### config.mk
export PLATFORM = sky130hd
export DESIGN_NAME = ko_4_mul_seq_ctrl
export DESIGN_NICKNAME = d
export VERILOG_FILES = /design/src/rtl/ko_4_mul_seq_ctrl_pkg.sv /design/src/rtl/ko_4_mul_seq_ctrl_seg_mul.sv /design/src/rtl/ko_4_mul_seq_ctrl.sv
export SDC_FILE = /design/constraint.sdc
export NUM_CORES = 2
export LEC_CHECK = 0
export CAP_MARGIN = 15
export CELL_PAD_IN_SITES_DETAIL_PLACEMENT = 0
export CELL_PAD_IN_SITES_GLOBAL_PLACEMENT = 1
export CORE_MARGIN = 2
export CORE_UTILIZATION = 49
export DETAILED_ROUTE_END_ITERATION = 10
export GPL_TIMING_DRIVEN = 1
export PLACE_DENSITY_LB_ADDON = 0.05
export SYNTH_ARGS = -nofsm -noshare
export SYNTH_HDL_FRONTEND = slang
export SYNTH_SLANG_ARGS = --single-unit
### constraint.sdc
create_clock -name clk -period 13.39 [get_ports clk]
set_clock_uncertainty 0.05 [all_clocks]
set_input_delay 2.678 -clock clk [delete_from_list [all_inputs] [get_ports clk]]
set_output_delay 2.678 -clock clk [all_outputs]
set_load 0.05 [all_outputs]
### src/rtl/ko_4_mul_seq_ctrl_pkg.sv
// ko_4_mul_seq_ctrl_pkg: widths, FSM states, operand select and recombination coefficients for the KO-4 sequencer
package ko_4_mul_seq_ctrl_pkg;
  localparam int DATA_W = 72;
  localparam int KO_P   = 4;
  localparam int SEG_W  = DATA_W / KO_P;
  localparam int SUM_W  = SEG_W + 2;
  localparam int PROD_W = 2 * SUM_W;
  localparam int ACC_W  = 2 * DATA_W + 2;
  localparam int STEPS  = 9;
  typedef enum logic [1:0] {IDLE, ISSUE, DRAIN, DONE} state_t;
  // Issue order: p0, p1, p01, p2, p3, p23, p02, p13, p0123
  function automatic logic [SUM_W-1:0] ko_opnd(input logic [3:0] idx, input logic [DATA_W-1:0] x);
    logic [SUM_W-1:0] l0, l1, l2, l3, s02, s13;
    l0  = SUM_W'(x[SEG_W-1:0]);
    l1  = SUM_W'(x[2*SEG_W-1:SEG_W]);
    l2  = SUM_W'(x[3*SEG_W-1:2*SEG_W]);
    l3  = SUM_W'(x[4*SEG_W-1:3*SEG_W]);
    s02 = l0 + l2;
    s13 = l1 + l3;
    case (idx)
      4'd0:    ko_opnd = l0;
      4'd1:    ko_opnd = l1;
      4'd2:    ko_opnd = l0 + l1;
      4'd3:    ko_opnd = l2;
      4'd4:    ko_opnd = l3;
      4'd5:    ko_opnd = l2 + l3;
      4'd6:    ko_opnd = s02;
      4'd7:    ko_opnd = s13;
      4'd8:    ko_opnd = s02 + s13;
      default: ko_opnd = '0;
    endcase
  endfunction
  // Both recombination levels expanded into signed 18-bit-step shifts, modulo 2^ACC_W
  function automatic logic [ACC_W-1:0] ko_term(input logic [3:0] idx, input logic [PROD_W-1:0] p);
    logic [ACC_W-1:0] x;
    x = ACC_W'(p);
    case (idx)
      4'd0:    ko_term = x - (x << 18) - (x << 36) + (x << 54);
      4'd1:    ko_term = (x << 36) - (x << 18) - (x << 72) + (x << 54);
      4'd2:    ko_term = (x << 18) - (x << 54);
      4'd3:    ko_term = (x << 72) - (x << 36) - (x << 90) + (x << 54);
      4'd4:    ko_term = (x << 108) - (x << 72) - (x << 90) + (x << 54);
      4'd5:    ko_term = (x << 90) - (x << 54);
      4'd6:    ko_term = (x << 36) - (x << 54);
      4'd7:    ko_term = (x << 72) - (x << 54);
      4'd8:    ko_term = x << 54;
      default: ko_term = '0;
    endcase
  endfunction
endpackage

### src/rtl/ko_4_mul_seq_ctrl_seg_mul.sv
// ko_seg_mul: shared 20x20 unsigned multiplier with a registered 40-bit product
module ko_seg_mul
  import ko_4_mul_seq_ctrl_pkg::*;
(
  input  logic              clk,
  input  logic              rst_n,
  input  logic [SUM_W-1:0]  a,
  input  logic [SUM_W-1:0]  b,
  output logic [PROD_W-1:0] p
);
  logic [PROD_W-1:0] p_q, p_d;
  always_comb p_d = PROD_W'(a) * PROD_W'(b);
  always_ff @(posedge clk or negedge rst_n)
    if (!rst_n) p_q <= '0;
    else p_q <= p_d;
  assign p = p_q;
endmodule

### src/rtl/ko_4_mul_seq_ctrl.sv
// ko_4_mul_seq_ctrl: iterative KO-4 72x72 multiplier, 9 sub-products on one shared multiplier.
// Define KO_ZERO_SKIP_EN to bypass the sub-product schedule when either operand is zero.
module ko_4_mul_seq_ctrl
  import ko_4_mul_seq_ctrl_pkg::*;
(
  input  logic                clk,
  input  logic                rst_n,
  input  logic                flush,
  input  logic                in_valid,
  output logic                in_ready,
  input  logic [DATA_W-1:0]   A,
  input  logic [DATA_W-1:0]   B,
  output logic                out_valid,
  input  logic                out_ready,
  output logic [2*DATA_W-1:0] result,
  output logic                busy
);
  state_t              state_q, state_d;
  logic [3:0]          cnt_q, cnt_d;
  logic [DATA_W-1:0]   a_q, a_d, b_q, b_d;
  logic [ACC_W-1:0]    acc_q, acc_d, term;
  logic [2*DATA_W-1:0] result_q, result_d;
  logic                out_valid_q, out_valid_d, in_ready_q, in_ready_d, busy_q, busy_d;
  logic                skip_q, skip_d, skip;
  logic [SUM_W-1:0]    op_a, op_b;
  logic [PROD_W-1:0]   prod;
  ko_seg_mul u_mul (.clk(clk), .rst_n(rst_n), .a(op_a), .b(op_b), .p(prod));
  always_comb begin
`ifdef KO_ZERO_SKIP_EN
    skip = (A == '0) || (B == '0);
`else
    skip = 1'b0;
`endif
    op_a = ko_opnd(cnt_q, a_q);
    op_b = ko_opnd(cnt_q, b_q);
    // The registered product always belongs to the previously issued index
    term = ko_term(state_q == DRAIN ? 4'd8 : cnt_q - 4'd1, prod);
    state_d = state_q;
    cnt_d = cnt_q;
    a_d = a_q;
    b_d = b_q;
    acc_d = acc_q;
    result_d = result_q;
    out_valid_d = out_valid_q;
    skip_d = skip_q;
    if (flush) begin
      state_d = IDLE;
      out_valid_d = 1'b0;
      acc_d = '0;
    end else begin
      case (state_q)
        IDLE: if (in_valid) begin
          a_d = A;
          b_d = B;
          skip_d = skip;
          cnt_d = skip ? cnt_q : 4'd0;
          acc_d = skip ? acc_q : '0;
          state_d = skip ? DRAIN : ISSUE;
        end
        ISSUE: begin
          cnt_d = cnt_q + 4'd1;
          acc_d = cnt_q != 4'd0 ? acc_q + term : acc_q;
          state_d = cnt_q == 4'(STEPS - 1) ? DRAIN : ISSUE;
        end
        DRAIN: begin
          result_d = skip_q ? '0 : (2*DATA_W)'(acc_q + term);
          out_valid_d = 1'b1;
          state_d = DONE;
        end
        DONE: if (out_ready) begin
          out_valid_d = 1'b0;
          state_d = IDLE;
        end
        default: state_d = IDLE;
      endcase
    end
    in_ready_d = state_d == IDLE;
    busy_d = state_d != IDLE;
  end
  always_ff @(posedge clk or negedge rst_n)
    if (!rst_n) begin
      state_q <= IDLE;
      cnt_q <= '0;
      a_q <= '0;
      b_q <= '0;
      acc_q <= '0;
      result_q <= '0;
      out_valid_q <= 1'b0;
      in_ready_q <= 1'b1;
      busy_q <= 1'b0;
      skip_q <= 1'b0;
    end else begin
      state_q <= state_d;
      cnt_q <= cnt_d;
      a_q <= a_d;
      b_q <= b_d;
      acc_q <= acc_d;
      result_q <= result_d;
      out_valid_q <= out_valid_d;
      in_ready_q <= in_ready_d;
      busy_q <= busy_d;
      skip_q <= skip_d;
    end
  assign in_ready = in_ready_q;
  assign out_valid = out_valid_q;
  assign result = result_q;
  assign busy = busy_q;
endmodule

# == Word-level counts from Yosys, hierarchy flattened ==
# Cells that the tools add are included.
# totals
inputBits,149
output_inout_bits,147
wordCells,96
latch_bits,0
register_bits,483
mem_bits_ro,0
mem_count,0
ram_bits,0
# classes
addsub,29
n_bitwise,1
mul,1
n_shift,0
reduce_logical,14
div,0
order_cmp,0
muxes,18
n_eq_ne,23
# op_table
cell,count
$pmux W146 S9,1
$mux W146,3
$pmux W20 S9,2
$pmux W146 S2,1
$add A18 B18 Y19,8
$add A146 B146 Y146,1
$add A146 B94 Y146,1
$sub A146 B112 Y146,1
$sub A146 B130 Y146,1
$add A132 B95 Y133,1
$sub A113 B131 Y132,1
$sub A130 B94 Y131,1
$add A114 B95 Y115,1
$sub A77 B113 Y114,1
$sub A112 B76 Y113,1
$sub A112 B94 Y113,1
$add A78 B95 Y96,1
$sub A58 B94 Y95,1
$sub A76 B94 Y95,1
$sub A59 B77 Y78,1
$sub A76 B58 Y77,1
$sub A40 B58 Y59,1
$add A19 B19 Y20,2
$mul A20 B20 Y40,1
other kinds (24),51

# == Longest topological paths before layout ==
# depth
ltp_word,8
depth_mapped,52
ltp_nobuf,50

# == Modules after synthesis ==
# From an unflattened synthesis, not the netlist that was laid out.
# hier_totals
hier_cells,11004
area_unflattened_um2,85328.1
# by_module_without_submodules
mod,n_inst,seq_area_each_um2,area_per_inst_um2,cells_each
ko_4_mul_seq_ctrl,1,11036.8,70605.2,9365
ko_seg_mul,1,1001.0,14722.9,1639

# == Worst setup path after synthesis ==
# Ideal clock, no wire load.
# synth_timing
path_kind,flip-flop to flip-flop
startpoint,"register u_mul.p_q[30], in the netlist u_mul.p[30]"
endpoint,register acc_q[143]
slack_ns,2.265
t_required_ns,13.214
arrival_ns,10.949
period_less_slack_ns,11.125
stages_incl_launch_ff,38
n_path_buf,3
setup_ns,0.126
path_cell_list,dfrtp_1 > buf_1 > clkinv_1 > ha_1 > or2_2 > or3_1 > a41o_1 > a21o_1 > a21oi_1 > fa_1 > inv_1 > ha_1 > clkbuf_1 > and3_1 > nand2_1 > or4_1 > or4_1 > a211oi_1 > [... 2 more ...] > o2111ai_1 > o31ai_1 > a221o_1 > ha_1 > clkbuf_1 > nand2_1 > o21ai_0 > a211oi_1 > o21ai_0 > a21oi_1 > o21ai_0 > a21oi_2 > o21bai_1 > o41a_1 > a211o_1 > and4_1 > or2_0 > a221o_1
# synth_between
elab_chain_len,8
elab_cells_between_ends,21
cone_classes,add/sub (17); mux (4)
# synth_lines
element,line,rtl
"start, declared",ko_4_mul_seq_ctrl_seg_mul.sv:11,"logic [PROD_W-1:0] p_q, p_d;"
"start signal, assigned",ko_4_mul_seq_ctrl_seg_mul.sv:15,else p_q <= p_d;
$sub A146 B112 Y146 (tied with other cells),ko_4_mul_seq_ctrl_pkg.sv:42,4'd4: ko_term = (x << 108) - (x << 72) - (x << 90) + (x << 54);
$sub A146 B130 Y146 (tied with other cells),ko_4_mul_seq_ctrl_pkg.sv:42,
$add A146 B94 Y146 (tied with other cells),ko_4_mul_seq_ctrl_pkg.sv:42,
$pmux W146 S9 (*),ko_4_mul_seq_ctrl_pkg.sv:37,case (idx)
$add A146 B146 Y146 (*),n/a,
$mux W146 (*),ko_4_mul_seq_ctrl.sv:62,acc_d = cnt_q != 4'd0 ? acc_q + term : acc_q;
$pmux W146 S2 (*),ko_4_mul_seq_ctrl.sv:51,case (state_q)
$mux W146 (*),ko_4_mul_seq_ctrl.sv:46,if (flush) begin
"end signal, assigned",ko_4_mul_seq_ctrl.sv:86,acc_q <= '0;
"end signal, assigned",ko_4_mul_seq_ctrl.sv:97,acc_q <= acc_d;
"end, declared",ko_4_mul_seq_ctrl.sv:21,"logic [ACC_W-1:0] acc_q, acc_d, term;"
# Mark *: on every way between the ends. The rest lies on a longest branch, timed or not. The select of a mux whose other input is x is not followed.
# A chain may end at the register's enable or synchronous reset.

# == Final worst setup path ==
# layout_timing
startpoint,"register u_mul.p_q[14], in the netlist u_mul.p[14]"
endpoint,"register result_q[136], in the netlist result[136]"
# layout_between
elab_chain_len,5
elab_cells_between_ends,18
cone_classes,add/sub (17); mux (1)
# layout_lines
element,line,rtl
$sub A146 B112 Y146 (tied with other cells),ko_4_mul_seq_ctrl_pkg.sv:42,
$sub A146 B130 Y146 (tied with other cells),ko_4_mul_seq_ctrl_pkg.sv:42,
$add A146 B94 Y146 (tied with other cells),ko_4_mul_seq_ctrl_pkg.sv:42,
$pmux W146 S9 (*),ko_4_mul_seq_ctrl_pkg.sv:37,
$add A146 B146 Y146 (*),ko_4_mul_seq_ctrl.sv:66,result_d = skip_q ? '0 : (2*DATA_W)'(acc_q + term);
"end signal, assigned",ko_4_mul_seq_ctrl.sv:98,result_q <= result_d;
"end, declared",ko_4_mul_seq_ctrl.sv:22,"logic [2*DATA_W-1:0] result_q, result_d;"
# Mark *: on every way between the ends. The rest lies on a longest branch, timed or not.

==> flow_metrics.env <==
export IMPL_detail_route_antenna_nets=0
export IMPL_maxCapViolations=0
export IMPL_gr_total_overflow=0
export IMPL_fin_area_sq_um=93500
export IMPL_grt_pass1_vias=85932
export IMPL_relSlewSlack_pct=7.52
export IMPL_cts_hold_buf=0
export IMPL_place_area_sq_um=91300
export IMPL_arrival_ns=13.73
export IMPL_hp_start="result[127]"
export IMPL_drtIter0Drc=11856
export IMPL_hold_violations=0
export IMPL_fmax_mhz=75.8
export IMPL_status="finished clean"
export IMPL_slew_violations=0
export IMPL_setup_viol=0
export IMPL_num_vias=90104
export IMPL_synth_edf_count=0
export IMPL_insertion_delay_ns=0.75
export IMPL_grt_max_degree=154
export IMPL_dominantRegCellSynth="dfrtp_1"
export IMPL_ys_async_sr_fraction_pct=100
export IMPL_r2r_end="result[136]"
export IMPL_rows=151
export IMPL_rr_startpoint="u_mul.p[14]"
export IMPL_design_die_area_sq_um=174000
export IMPL_ys_ff_latch=481
export IMPL_synth_area_sq_um=83700
export IMPL_die_x_microns=417
export IMPL_grt_setup_unrepaired="false"
export IMPL_syn_area_per_cell_sq_um=7.73
export IMPL_reg2reg_slack_ns=0.19
export IMPL_nNetsFinal=12720
export IMPL_holdCritPathClass="register to register"
export IMPL_post_dp_hpwl_mm=342
export IMPL_syn_nets=12440
export IMPL_synthCells=10827
export IMPL_cp_slowest_cell="ha_1"
export IMPL_synth_cell_types=105
export IMPL_setup_slack_ns=0.191
export IMPL_crit_type="register to register"
export IMPL_cts_sinks=481
export IMPL_first_pass_iters=10
export IMPL_reg2reg_depth=44
export IMPL_fin_crit_sh_pct=98.6
export IMPL_min_to="result[127]"
export IMPL_clk_pin_slew_ns=0.06
export IMPL_end_kind="register"
export IMPL_area_delta_synth_final_pct=11.7
export IMPL_cp_slowest_stage_delay_ns=0.61
export IMPL_dp_slack_ns=0.768
export IMPL_crit_required_ns=13.92
export IMPL_cp_start_kind="register"
export IMPL_cts_setup_buffers=0
export IMPL_tightest_slew_ns=1.38
export IMPL_grt_total_usage_pct=47.4
export IMPL_yosys_warnings=0
export IMPL_clock_path_buffers=3
export IMPL_htreeDepth=2
export IMPL_setup_tns_ns=0
export IMPL_grt_pass1_wl_mm=605
export IMPL_start_util_pct=49.4
export IMPL_cts_buffers=59
export IMPL_hold_ws_ns=0.423
export IMPL_core_sq_um=169000
export IMPL_drcViolationCount=0
export IMPL_crit_path_frequent_cell="buf_4"
export IMPL_place_gp_congestion=1.16
export IMPL_routed_via_density=6.73
export IMPL_period_minus_slack_ns=13.20
export IMPL_die_h_microns=417
export IMPL_cts_tree="built"
export IMPL_antenna_found_initial=30
export IMPL_n_fill_cell=15976
export IMPL_portBuffers=295
export IMPL_synth_seq_area_share_pct=14.4
export IMPL_drive_gt1_share_pct=8.41
export IMPL_wl_per_cell_microns=31.9
export IMPL_cts_root_buf="clkbuf_16"
export IMPL_ios=296
export IMPL_crit_fanout=8
export IMPL_min_path_cells=2
export IMPL_routed_wl_mm=427
## routing by layer
| layer | vias up | GRT usage, % | routed length [microns] |
|---|---|---|---|
| li1 | 38914 | - | - |
| met1 | 43581 | 58.9 | 163000 |
| met2 | 6005 | 68.2 | 172000 |
| met3 | 1562 | 16.8 | 54400 |
| met4 | 42 | 33.2 | 37700 |
| met5 | - | 0.278 | 295 |
## layout by cell type (no fill, tap or decap), drive strengths merged, types with 34 or more instances in the layout
cell type         n
nand2b          103
xnor2           561
ha             1074
nor4             68
a21o            349
o221ai           55
a211oi           64
nand4           266
clkdlybuf4s50   294
mux2            177
o22ai            40
o31ai            60
o21ai           749
a31oi            92
o21bai          186
nand3           156
xor2            211
fa              390
clkbuf           79
nand2          1098
or2              43
dfrtp           480
a22oi           109
a22o             61
or3              58
nor3            166
buf             508
o21a            110
mux2i            34
o211ai           57
a21oi           966
and3             68
a21boi           46
nor2            726
and2             75
nor2b           106
a221oi           75
inv             997
## per-stage QoR
step / utilization (%) / std cells
3_3_place_gp: 53.9 / 13261
6_report: 55.2 / 13391
4_1_cts: 55.1 / 13372
2_1_floorplan: - / 10827
5_1_grt: 55.1 / 13375
3_5_place_dp: 53.9 / 13261
## registers in the layout, summed over array words and instances, names as in the netlist, 2 cells and up
signal	cells
acc_q	144
b_q	72
a_q	72
u_mul.p	40
state_q	2
result	144
cnt_q	4
## repair_timing
| item | in CTS | in global routing |
|---|---|---|
| endpoints found under the hold margin | 0 | 0 |
| setup endpoints to repair | 0 | 9 |
| gates resized for setup | 0 | 2 |
## how the worst max path moves through the flow
| stage | cells after the start | to | slack (ns) | from |
|---|---|---|---|---|
| after floorplan | 37 | acc_q[143] | 2.26 | u_mul.p[30] |
| after global placement | 49 | u_mul.p[39] | 0.82 | b_q[18] |
| after detailed placement | 47 | result[136] | 0.77 | u_mul.p[1] |
| after CTS | 47 | result[136] | 0.64 | u_mul.p[1] |
| after global routing | 47 | result[136] | 0.03 | u_mul.p[1] |
| final | 44 | result[136] | 0.19 | u_mul.p[14] |
## critical path, delay by kind of cell, from the launching register on
kind / cells / cell delay, ns
compound gates: 18 / 4.93
simple gates: 11 / 3.01
fa+ha+maj: 4 / 1.92
buf+inv: 8 / 1.89
xor+xnor: 3 / 0.81
flops: 1 / 0.38
## synthesized netlist by cell type (211+ instances only)
library cell,number,area (sq um)
fa_1,390,7810
nand2_1,1098,4120
a21oi_1,959,4800
o21ai_0,730,3650
a21o_1,349,2620
inv_1,986,3700
xnor2_1,561,4910
clkbuf_1,532,2000
dfrtp_1,480,12000
nand4_1,266,1660
nor2_1,726,2730
ha_1,1074,13400
xor2_1,211,1850
## area by class of cell
| class | instances | area, sq um | share of cell area, % |
|---|---|---|---|
| antenna | 16 | 40.0 | 0.0428 |
| clock buffer | 76 | 1650 | 1.77 |
| clock inverter | 35 | 472 | 0.505 |
| inverter | 994 | 3730 | 3.99 |
| multi-input combinational | 8766 | 65900 | 70.5 |
| sequential | 481 | 12000 | 12.9 |
| tap | 2218 | 2780 | 2.97 |
| timing repair buffer | 805 | 6870 | 7.35 |
## cell families (layout without fill, tap and decap cells)
kind of cell / Yosys count / in the layout / share of synthesized area (%)
AO/OA/AOI/OAI: 3295 / 3295 / 25.4
XOR/XNOR: 772 / 772 / 8.08
adder cells (fa/ha/maj): 1464 / 1464 / 25.4
buffers and inverters: 1580 / 1910 / 7.12
flip-flops: 481 / 481 / 14.4
multiplexers: 211 / 211 / 2.79
other: 0 / 16 / 0
AND/OR/NAND/NOR: 3024 / 3024 / 16.9
Power is left out: the tool's default activity adds up to more than one toggle a clock period on the data nets, which glitch-free logic cannot reach.
